**config.mk**
```make
export PLATFORM = sky130hd
export DESIGN_NAME = memory_bus_arbiter_flat
export DESIGN_NICKNAME = d
export VERILOG_FILES = /design/src/rtl/memory_bus_arbiter_pkg.sv /design/src/rtl/memory_bus_arbiter_if.sv /design/src/rtl/memory_bus_arbiter_select.sv /design/src/rtl/memory_bus_arbiter.sv /design/src/flat_wrapper.sv
export SDC_FILE = /design/constraint.sdc
export NUM_CORES = 1
export LEC_CHECK = 0
export CAP_MARGIN = 10
export CORE_MARGIN = 4
export CORE_UTILIZATION = 39
export CTS_CLUSTER_DIAMETER = 60
export CTS_CLUSTER_SIZE = 8
export DETAILED_ROUTE_END_ITERATION = 8
export GPL_ROUTABILITY_DRIVEN = 1
export MAX_ROUTING_LAYER = met4
export PLACE_DENSITY = 0.8
export SLEW_MARGIN = 30
export SYNTH_ARGS = -nofsm -noshare
export SYNTH_HDL_FRONTEND = slang
export SYNTH_SLANG_ARGS = --single-unit
```
**constraint.sdc**
```tcl
create_clock -name clk_i -period 1.75 [get_ports clk_i]
set_input_delay 0.2625 -clock clk_i [delete_from_list [all_inputs] [get_ports clk_i]]
set_output_delay 0.2625 -clock clk_i [all_outputs]
set_load 0.05 [all_outputs]
```
**src/rtl/memory_bus_arbiter_pkg.sv**
```systemverilog
// Shared types and widths for the memory bus arbiter: FSM states, grant owner, counter widths.
package memory_bus_arbiter_pkg;

   localparam int unsigned AddrW       = 24;
   localparam int unsigned DataW       = 8;
   localparam int unsigned BurstCntW   = 4;
   localparam int unsigned TimeoutCntW = 16;

   typedef enum logic [1:0] {
      StIdle,
      StCpuAccess,
      StDmaAccess
   } state_e;

   typedef enum logic {
      GrantCpu = 1'b0,
      GrantDma = 1'b1
   } grant_e;

endpackage

```
**src/rtl/memory_bus_arbiter_if.sv**
```systemverilog
// Requester and memory-side signal bundle; slave is the arbiter view, master the environment view.
interface memory_bus_arbiter_if;
   import memory_bus_arbiter_pkg::*;

   logic             cpu_req;
   logic [AddrW-1:0] cpu_address;
   logic [DataW-1:0] cpu_data_in;
   logic             cpu_write_enable;
   logic [DataW-1:0] cpu_data_out;
   logic             cpu_ack;
   logic             cpu_halt;

   logic             dma_req;
   logic [AddrW-1:0] dma_address;
   logic [DataW-1:0] dma_data_in;
   logic             dma_write_enable;
   logic [DataW-1:0] dma_data_out;
   logic             dma_ack;

   logic [AddrW-1:0] mem_address;
   logic [DataW-1:0] mem_data_out;
   logic [DataW-1:0] mem_data_in;
   logic             mem_bus_enable;
   logic             mem_write_enable;
   logic             mem_bus_halt;

   logic             error;

   modport slave (
      input  cpu_req, cpu_address, cpu_data_in, cpu_write_enable,
      input  dma_req, dma_address, dma_data_in, dma_write_enable,
      input  mem_data_in, mem_bus_halt,
      output cpu_data_out, cpu_ack, cpu_halt,
      output dma_data_out, dma_ack,
      output mem_address, mem_data_out, mem_bus_enable, mem_write_enable,
      output error
   );

   modport master (
      output cpu_req, cpu_address, cpu_data_in, cpu_write_enable,
      output dma_req, dma_address, dma_data_in, dma_write_enable,
      output mem_data_in, mem_bus_halt,
      input  cpu_data_out, cpu_ack, cpu_halt,
      input  dma_data_out, dma_ack,
      input  mem_address, mem_data_out, mem_bus_enable, mem_write_enable,
      input  error
   );

endinterface

```
**src/rtl/memory_bus_arbiter_select.sv**
```systemverilog
// Stateless CPU/DMA grant decision; DMA may run up to DMA_BURST grants ahead of a waiting CPU.
module arbiter_select
   import memory_bus_arbiter_pkg::*;
#(
   parameter int unsigned DMA_BURST = 4
) (
   input  logic                 cpu_req_i,
   input  logic                 dma_req_i,
   input  grant_e               last_grant_i,
   input  logic [BurstCntW-1:0] burst_count_i,
   output logic                 grant_cpu_o,
   output logic                 grant_dma_o
);

   logic dma_turn;

   assign dma_turn = (last_grant_i == GrantCpu) ||
                     (burst_count_i < BurstCntW'(DMA_BURST));

   always_comb begin
      grant_cpu_o = 1'b0;
      grant_dma_o = 1'b0;
      if (cpu_req_i && dma_req_i) begin
         grant_dma_o = dma_turn;
         grant_cpu_o = !dma_turn;
      end else begin
         grant_cpu_o = cpu_req_i;
         grant_dma_o = dma_req_i;
      end
   end

endmodule

```
**src/rtl/memory_bus_arbiter.sv**
```systemverilog
// Two-requester memory bus arbiter with halt-aware access sequencing.
// Optional halt timeout abort enabled by defining ARBITER_TIMEOUT_EN.
module memory_bus_arbiter
   import memory_bus_arbiter_pkg::*;
#(
   parameter int unsigned DMA_BURST      = 4,
   parameter int unsigned TIMEOUT_CYCLES = 65535
) (
   input logic                 clk_i,
   input logic                 reset_i,
   memory_bus_arbiter_if.slave bus_io
);

   state_e               state_q, state_d;
   grant_e               last_grant_q, last_grant_d;
   logic [BurstCntW-1:0] burst_q, burst_d;
   logic [AddrW-1:0]     mem_addr_q, mem_addr_d;
   logic [DataW-1:0]     mem_wdata_q, mem_wdata_d;
   logic                 mem_en_q, mem_en_d;
   logic                 mem_we_q, mem_we_d;
   logic [DataW-1:0]     cpu_rdata_q, cpu_rdata_d;
   logic [DataW-1:0]     dma_rdata_q, dma_rdata_d;
   logic                 cpu_ack_q, cpu_ack_d;
   logic                 dma_ack_q, dma_ack_d;
   logic                 grant_cpu, grant_dma;
   logic                 done;
   logic [DataW-1:0]     done_data;
`ifdef ARBITER_TIMEOUT_EN
   logic [TimeoutCntW-1:0] halt_cnt_q, halt_cnt_d;
   logic                   error_q, error_d;
`else
   logic [31:0]            unused_timeout;
   assign unused_timeout = TIMEOUT_CYCLES;
`endif

   arbiter_select #(
      .DMA_BURST (DMA_BURST)
   ) u_select (
      .cpu_req_i     (bus_io.cpu_req),
      .dma_req_i     (bus_io.dma_req),
      .last_grant_i  (last_grant_q),
      .burst_count_i (burst_q),
      .grant_cpu_o   (grant_cpu),
      .grant_dma_o   (grant_dma)
   );

   always_comb begin
      state_d      = state_q;
      last_grant_d = last_grant_q;
      burst_d      = burst_q;
      mem_addr_d   = mem_addr_q;
      mem_wdata_d  = mem_wdata_q;
      mem_en_d     = mem_en_q;
      mem_we_d     = mem_we_q;
      cpu_rdata_d  = cpu_rdata_q;
      dma_rdata_d  = dma_rdata_q;
      cpu_ack_d    = 1'b0;
      dma_ack_d    = 1'b0;
      done         = 1'b0;
      done_data    = bus_io.mem_data_in;
`ifdef ARBITER_TIMEOUT_EN
      halt_cnt_d   = halt_cnt_q;
      error_d      = error_q;
`endif
      unique case (state_q)
         StIdle: begin
`ifdef ARBITER_TIMEOUT_EN
            halt_cnt_d = '0;
`endif
            if (grant_cpu) begin
               mem_addr_d   = bus_io.cpu_address;
               mem_wdata_d  = bus_io.cpu_data_in;
               mem_we_d     = bus_io.cpu_write_enable;
               mem_en_d     = 1'b1;
               last_grant_d = GrantCpu;
               burst_d      = '0;
               state_d      = StCpuAccess;
            end else if (grant_dma) begin
               mem_addr_d   = bus_io.dma_address;
               mem_wdata_d  = bus_io.dma_data_in;
               mem_we_d     = bus_io.dma_write_enable;
               mem_en_d     = 1'b1;
               last_grant_d = GrantDma;
               // Only grants that make a waiting CPU wait count toward the burst
               if (bus_io.cpu_req && (burst_q != '1)) begin
                  burst_d = burst_q + 1'b1;
               end
               state_d      = StDmaAccess;
            end
         end
         StCpuAccess, StDmaAccess: begin
            if (!bus_io.mem_bus_halt) begin
               done = 1'b1;
`ifdef ARBITER_TIMEOUT_EN
            end else if (halt_cnt_q == TimeoutCntW'(TIMEOUT_CYCLES - 1)) begin
               done      = 1'b1;
               done_data = 8'hFF;
               error_d   = 1'b1;
            end else begin
               halt_cnt_d = halt_cnt_q + 1'b1;
`endif
            end
         end
         default: state_d = StIdle;
      endcase

      if (done) begin
         mem_en_d = 1'b0;
         mem_we_d = 1'b0;
         state_d  = StIdle;
         if (state_q == StCpuAccess) begin
            cpu_rdata_d = done_data;
            cpu_ack_d   = 1'b1;
         end else begin
            dma_rdata_d = done_data;
            dma_ack_d   = 1'b1;
         end
      end
   end

   always_ff @(posedge clk_i) begin
      if (reset_i) begin
         state_q      <= StIdle;
         last_grant_q <= GrantDma;
         burst_q      <= '0;
         mem_addr_q   <= '0;
         mem_wdata_q  <= '0;
         mem_en_q     <= 1'b0;
         mem_we_q     <= 1'b0;
         cpu_rdata_q  <= '0;
         dma_rdata_q  <= '0;
         cpu_ack_q    <= 1'b0;
         dma_ack_q    <= 1'b0;
`ifdef ARBITER_TIMEOUT_EN
         halt_cnt_q   <= '0;
         error_q      <= 1'b0;
`endif
      end else begin
         state_q      <= state_d;
         last_grant_q <= last_grant_d;
         burst_q      <= burst_d;
         mem_addr_q   <= mem_addr_d;
         mem_wdata_q  <= mem_wdata_d;
         mem_en_q     <= mem_en_d;
         mem_we_q     <= mem_we_d;
         cpu_rdata_q  <= cpu_rdata_d;
         dma_rdata_q  <= dma_rdata_d;
         cpu_ack_q    <= cpu_ack_d;
         dma_ack_q    <= dma_ack_d;
`ifdef ARBITER_TIMEOUT_EN
         halt_cnt_q   <= halt_cnt_d;
         error_q      <= error_d;
`endif
      end
   end

   assign bus_io.mem_address      = mem_addr_q;
   assign bus_io.mem_data_out     = mem_wdata_q;
   assign bus_io.mem_bus_enable   = mem_en_q;
   assign bus_io.mem_write_enable = mem_we_q;
   assign bus_io.cpu_data_out     = cpu_rdata_q;
   assign bus_io.dma_data_out     = dma_rdata_q;
   assign bus_io.cpu_ack          = cpu_ack_q;
   assign bus_io.dma_ack          = dma_ack_q;
   assign bus_io.cpu_halt         = bus_io.cpu_req & ~cpu_ack_q;
`ifdef ARBITER_TIMEOUT_EN
   assign bus_io.error            = error_q;
`else
   assign bus_io.error            = 1'b0;
`endif

endmodule

```
**src/flat_wrapper.sv**
```systemverilog
// flat-port wrapper written by rule: the top's interface ports become plain ports
module memory_bus_arbiter_flat import memory_bus_arbiter_pkg::*;
#(
   parameter int unsigned DMA_BURST      = 4,
   parameter int unsigned TIMEOUT_CYCLES = 65535
)
  (clk_i, reset_i, bus_io_cpu_req, bus_io_cpu_address, bus_io_cpu_data_in, bus_io_cpu_write_enable, bus_io_dma_req, bus_io_dma_address, bus_io_dma_data_in, bus_io_dma_write_enable, bus_io_mem_data_in, bus_io_mem_bus_halt, bus_io_cpu_data_out, bus_io_cpu_ack, bus_io_cpu_halt, bus_io_dma_data_out, bus_io_dma_ack, bus_io_mem_address, bus_io_mem_data_out, bus_io_mem_bus_enable, bus_io_mem_write_enable, bus_io_error);
  memory_bus_arbiter_if bus_io_i ();
  input logic clk_i;
  input logic reset_i;
  input wire logic [$bits(bus_io_i.cpu_req)-1:0] bus_io_cpu_req;
  input wire logic [$bits(bus_io_i.cpu_address)-1:0] bus_io_cpu_address;
  input wire logic [$bits(bus_io_i.cpu_data_in)-1:0] bus_io_cpu_data_in;
  input wire logic [$bits(bus_io_i.cpu_write_enable)-1:0] bus_io_cpu_write_enable;
  input wire logic [$bits(bus_io_i.dma_req)-1:0] bus_io_dma_req;
  input wire logic [$bits(bus_io_i.dma_address)-1:0] bus_io_dma_address;
  input wire logic [$bits(bus_io_i.dma_data_in)-1:0] bus_io_dma_data_in;
  input wire logic [$bits(bus_io_i.dma_write_enable)-1:0] bus_io_dma_write_enable;
  input wire logic [$bits(bus_io_i.mem_data_in)-1:0] bus_io_mem_data_in;
  input wire logic [$bits(bus_io_i.mem_bus_halt)-1:0] bus_io_mem_bus_halt;
  output wire logic [$bits(bus_io_i.cpu_data_out)-1:0] bus_io_cpu_data_out;
  output wire logic [$bits(bus_io_i.cpu_ack)-1:0] bus_io_cpu_ack;
  output wire logic [$bits(bus_io_i.cpu_halt)-1:0] bus_io_cpu_halt;
  output wire logic [$bits(bus_io_i.dma_data_out)-1:0] bus_io_dma_data_out;
  output wire logic [$bits(bus_io_i.dma_ack)-1:0] bus_io_dma_ack;
  output wire logic [$bits(bus_io_i.mem_address)-1:0] bus_io_mem_address;
  output wire logic [$bits(bus_io_i.mem_data_out)-1:0] bus_io_mem_data_out;
  output wire logic [$bits(bus_io_i.mem_bus_enable)-1:0] bus_io_mem_bus_enable;
  output wire logic [$bits(bus_io_i.mem_write_enable)-1:0] bus_io_mem_write_enable;
  output wire logic [$bits(bus_io_i.error)-1:0] bus_io_error;
  assign bus_io_i.cpu_req = bus_io_cpu_req;
  assign bus_io_i.cpu_address = bus_io_cpu_address;
  assign bus_io_i.cpu_data_in = bus_io_cpu_data_in;
  assign bus_io_i.cpu_write_enable = bus_io_cpu_write_enable;
  assign bus_io_i.dma_req = bus_io_dma_req;
  assign bus_io_i.dma_address = bus_io_dma_address;
  assign bus_io_i.dma_data_in = bus_io_dma_data_in;
  assign bus_io_i.dma_write_enable = bus_io_dma_write_enable;
  assign bus_io_i.mem_data_in = bus_io_mem_data_in;
  assign bus_io_i.mem_bus_halt = bus_io_mem_bus_halt;
  assign bus_io_cpu_data_out = bus_io_i.cpu_data_out;
  assign bus_io_cpu_ack = bus_io_i.cpu_ack;
  assign bus_io_cpu_halt = bus_io_i.cpu_halt;
  assign bus_io_dma_data_out = bus_io_i.dma_data_out;
  assign bus_io_dma_ack = bus_io_i.dma_ack;
  assign bus_io_mem_address = bus_io_i.mem_address;
  assign bus_io_mem_data_out = bus_io_i.mem_data_out;
  assign bus_io_mem_bus_enable = bus_io_i.mem_bus_enable;
  assign bus_io_mem_write_enable = bus_io_i.mem_write_enable;
  assign bus_io_error = bus_io_i.error;
  memory_bus_arbiter #(.DMA_BURST(DMA_BURST), .TIMEOUT_CYCLES(TIMEOUT_CYCLES)) u_core (.clk_i(clk_i), .reset_i(reset_i), .bus_io(bus_io_i));
endmodule
```
==> flow_summary.json <==
{
  "cts_sinks": 59,
  "antenna_found_initial": 0,
  "final_layout_size_suffix_gt1_share_pct": 17.5,
  "wirelength_um": 7740,
  "cts.clk_slew.worst_paths_ns": 0.06,
  "endpoint_kind": "output pin",
  "status": "finished, final reports clean",
  "arrival_ns": 1.42,
  "cts_inserted_buffers": 9,
  "cts_buffer_depth": 2,
  "power-per-cell-area_nw_per_um2": 1060,
  "fmax_mhz": 595,
  "cp_slowest_cell": "clkdlybuf4s50_1",
  "fp.coreArea_um2": 6060,
  "final.setup.tns_ns": 0,
  "rsz0062_at_grt": "no",
  "critical_path.max_fanout": 1,
  "synthArstFlopShare_pct": 0,
  "ys.flop_type": "dfxtp_1",
  "port_buffers": 131,
  "pre_cts_slack_ns": -0.141,
  "max_stage_delay_ns": 0.79,
  "path_class": "flip-flop to output pin",
  "wire_per_inst_um": 15.0,
  "first_global_vias": 2573,
  "syn_area_um2": 2490,
  "crit_buf_inv": 1,
  "setup_viol": 0,
  "antenna_cells": 0,
  "grt_max_degree": 37,
  "yosys_register_bits": 59,
  "synth_warnings": 0,
  "grt_pass1_wl_um": 11800,
  "final_util_pct": 67.2,
  "grtUsageTotal_pct": 20.5,
  "initial_core_util_pct": 41.1,
  "synth_common_cells": "78 x nand2_1, 59 x dfxtp_1, 45 x nor2_1",
  "path_cells": "clkdlybuf4s50_1",
  "synth_nets": 385,
  "rr_worst_depth": 7,
  "synth_top_area_share_pct": 47.5,
  "yosysUniqueCellTypes": 29,
  "clock_latency_ns": 0.33,
  "synth.most_common_cell": "nand2_1",
  "crit_family": "buffers and inverters",
  "timing.rr.end": "u_core.bus_io.dma_data_out[2]",
  "final_nets": 519,
  "startpoint_type": "flip-flop",
  "cts_tree": "built",
  "rows": 28,
  "synth-seq-area-share_pct": 47.5,
  "synth_top_area_cell": "dfxtp_1",
  "max_slew_margin_pct": 59.5,
  "drt_first_iter_violations": 153,
  "vias": 2583,
  "fp.dieH_um": 87.9,
  "htree_num_levels": 3,
  "finalCritPeriodShare_pct": 96.1,
  "r2r_start": "u_core.state_q[0]",
  "drv_slew": 0,
  "holdWs_ns": 0.427,
  "drt.antenna.violating_nets": 0,
  "avgSynthCellArea_um2": 8.21,
  "routabilityCongestion": 0.785,
  "hp-start": "reset_i",
  "fin_skew_ns": 0.00847,
  "whs_endpoint": "u_core.bus_io.dma_data_out[6]",
  "ys_top_cells_by_area": "dfxtp_1 47%, nand2_1 12%, a311oi_1 11%",
  "ios": 133,
  "fillers": 511,
  "firstDrtPassIters": 4,
  "post_drt_via_cell_ratio": 5.02,
  "grt_overflow_total": 0,
  "drv_cap": 0,
  "fp.dieW_um": 87.9,
  "rrSetupSlack_ns": 0.15,
  "crit_required_ns": 1.49,
  "synth_cells": 303,
  "worst_slack_ns": 0.0691,
  "finalHoldViolations": 0,
  "synth-edff-count": 0,
  "worstMarginPinSlew_ns": 0.607,
  "hpwl_um": 5750,
  "whs_path_depth": 2,
  "hp-class": "input pin to flip-flop",
  "syn_to_final_growth_pct": 63.7,
  "ir_worst_vdd_mv": 0.611,
  "die_area_um2": 7720,
  "root_buffer": "clkbuf_8",
  "leakagePower_nw": 1.84,
  "period_needed_ns": 1.68,
  "drc": 0
}
[metrics by stage]
stage / cells / total power (W) / cell area [um^2]
2_1_floorplan: 303 / 0.00267 / 2490
3_3_place_gp: 501 / 0.00327 / 3870
3_5_place_dp: 501 / 0.00330 / 3870
4_1_cts: 515 / 0.00436 / 4040
5_1_grt: 515 / 0.00456 / 4070
6_report: 515 / 0.00433 / 4070
[worst max path at each step]
stage	start	to	slack [ns]	depth (start not counted)
2_1_floorplan	u_core.state_q[0]	u_core.bus_io.dma_data_out[0]	0.15	7
3_3_place_gp	bus_io_cpu_req	u_core.bus_io.mem_address[17]	-0.10	6
3_5_place_dp	bus_io_cpu_req	u_core.bus_io.mem_address[14]	-0.14	6
4_1_cts	u_core.bus_io.dma_data_out[1]	bus_io_dma_data_out[1]	0.002	1
5_1_grt	u_core.state_q[0]	u_core.bus_io.dma_data_out[2]	0.0005	7
6_report	u_core.bus_io.dma_ack	bus_io_dma_ack	0.07	1
[state kept, by name, summed over array words and instances (netlist names)]
register	count
u_core.bus_io.mem_data_out	8
u_core.bus_io.mem_bus_enable	1
u_core.state_q	2
u_core.bus_io.dma_data_out	8
u_core.bus_io.dma_ack	1
u_core.bus_io.mem_write_enable	1
u_core.bus_io.mem_address	24
u_core.bus_io.cpu_ack	1
u_core.bus_io.cpu_data_out	8
u_core.last_grant_q	1
u_core.burst_q	4
[placed cells by master, fill, tap and decap left out, types with 2 or more instances in the layout]
cell type        synthesis  routed
nand2_1                 78      77
dfxtp_1                 59      59
mux2i_1                  9       9
nor3_1                   2       2
clkinv_2                 0       3
o21a_2                   0       2
nor2b_2                  0       2
inv_1                    3       3
nor2b_1                  5       3
nor2_1                  45      45
a311oi_1                32      32
a31oi_1                  2       2
clkbuf_8                 0      11
buf_4                    4      48
buf_12                   0       6
ha_1                     3       3
a21oi_1                 11      11
dlymetal6s2s_1           0      10
nand3_1                 11      11
dlygate4sd2_1            0       5
clkdlybuf4s50_1          0      78
o21a_1                   4       2
a22oi_1                  3       3
[routing by layer]
metal / routed length (um) / track usage, % / part of all wire, %
met5: 0 / - / 0
met4: 161 / 10.3 / 2.1
met3: 357 / 4.42 / 4.6
met2: 4110 / 34.5 / 53
met1: 3110 / 22.8 / 40
[cell families after synthesis]
logic type | count (synthesis) | synth area share (%)
multiplexers | 9 | 3.62
AND/OR/NAND/NOR | 146 | 23.9
AO/OA/AOI/OAI | 56 | 17.5
buffers and inverters | 29 | 5.78
flip-flops | 59 | 47.5
adder cells (fa/ha/maj) | 3 | 1.51
other | 1 | 0.151
[layout make-up]
class	instances	area, um^2	share of cell area (%)
clock buffer	11	151	3.72
tap	75	93.8	2.30
sequential	59	1180	29.0
inverter	3	11.3	0.276
timing repair buffer	149	1450	35.5
clock inverter	3	15.0	0.369
multi-input combinational	215	1170	28.8
[report_power, final]
| group | internal [W] | total [W] | switching (W) |
|---|---|---|---|
| clock | 0.000567 | 0.00107 | 0.000504 |
| sequential | 0.00152 | 0.00161 | 0.0000899 |
| combinational | 0.000622 | 0.00165 | 0.00103 |
| total | 0.00271 | 0.00433 | 0.00162 |
[what timing repair did]
| action | 4_1_cts | 5_1_grt |
|---|---|---|
| setup endpoints to repair | 5 | 34 |
| hold buffers | 0 | 0 |
| resized for setup | 5 | 15 |
| buffers inserted | 0 | 0 |
| hold endpoints to repair | 0 | 0 |
No activity file was read; power rests on OpenSTA's default activity.
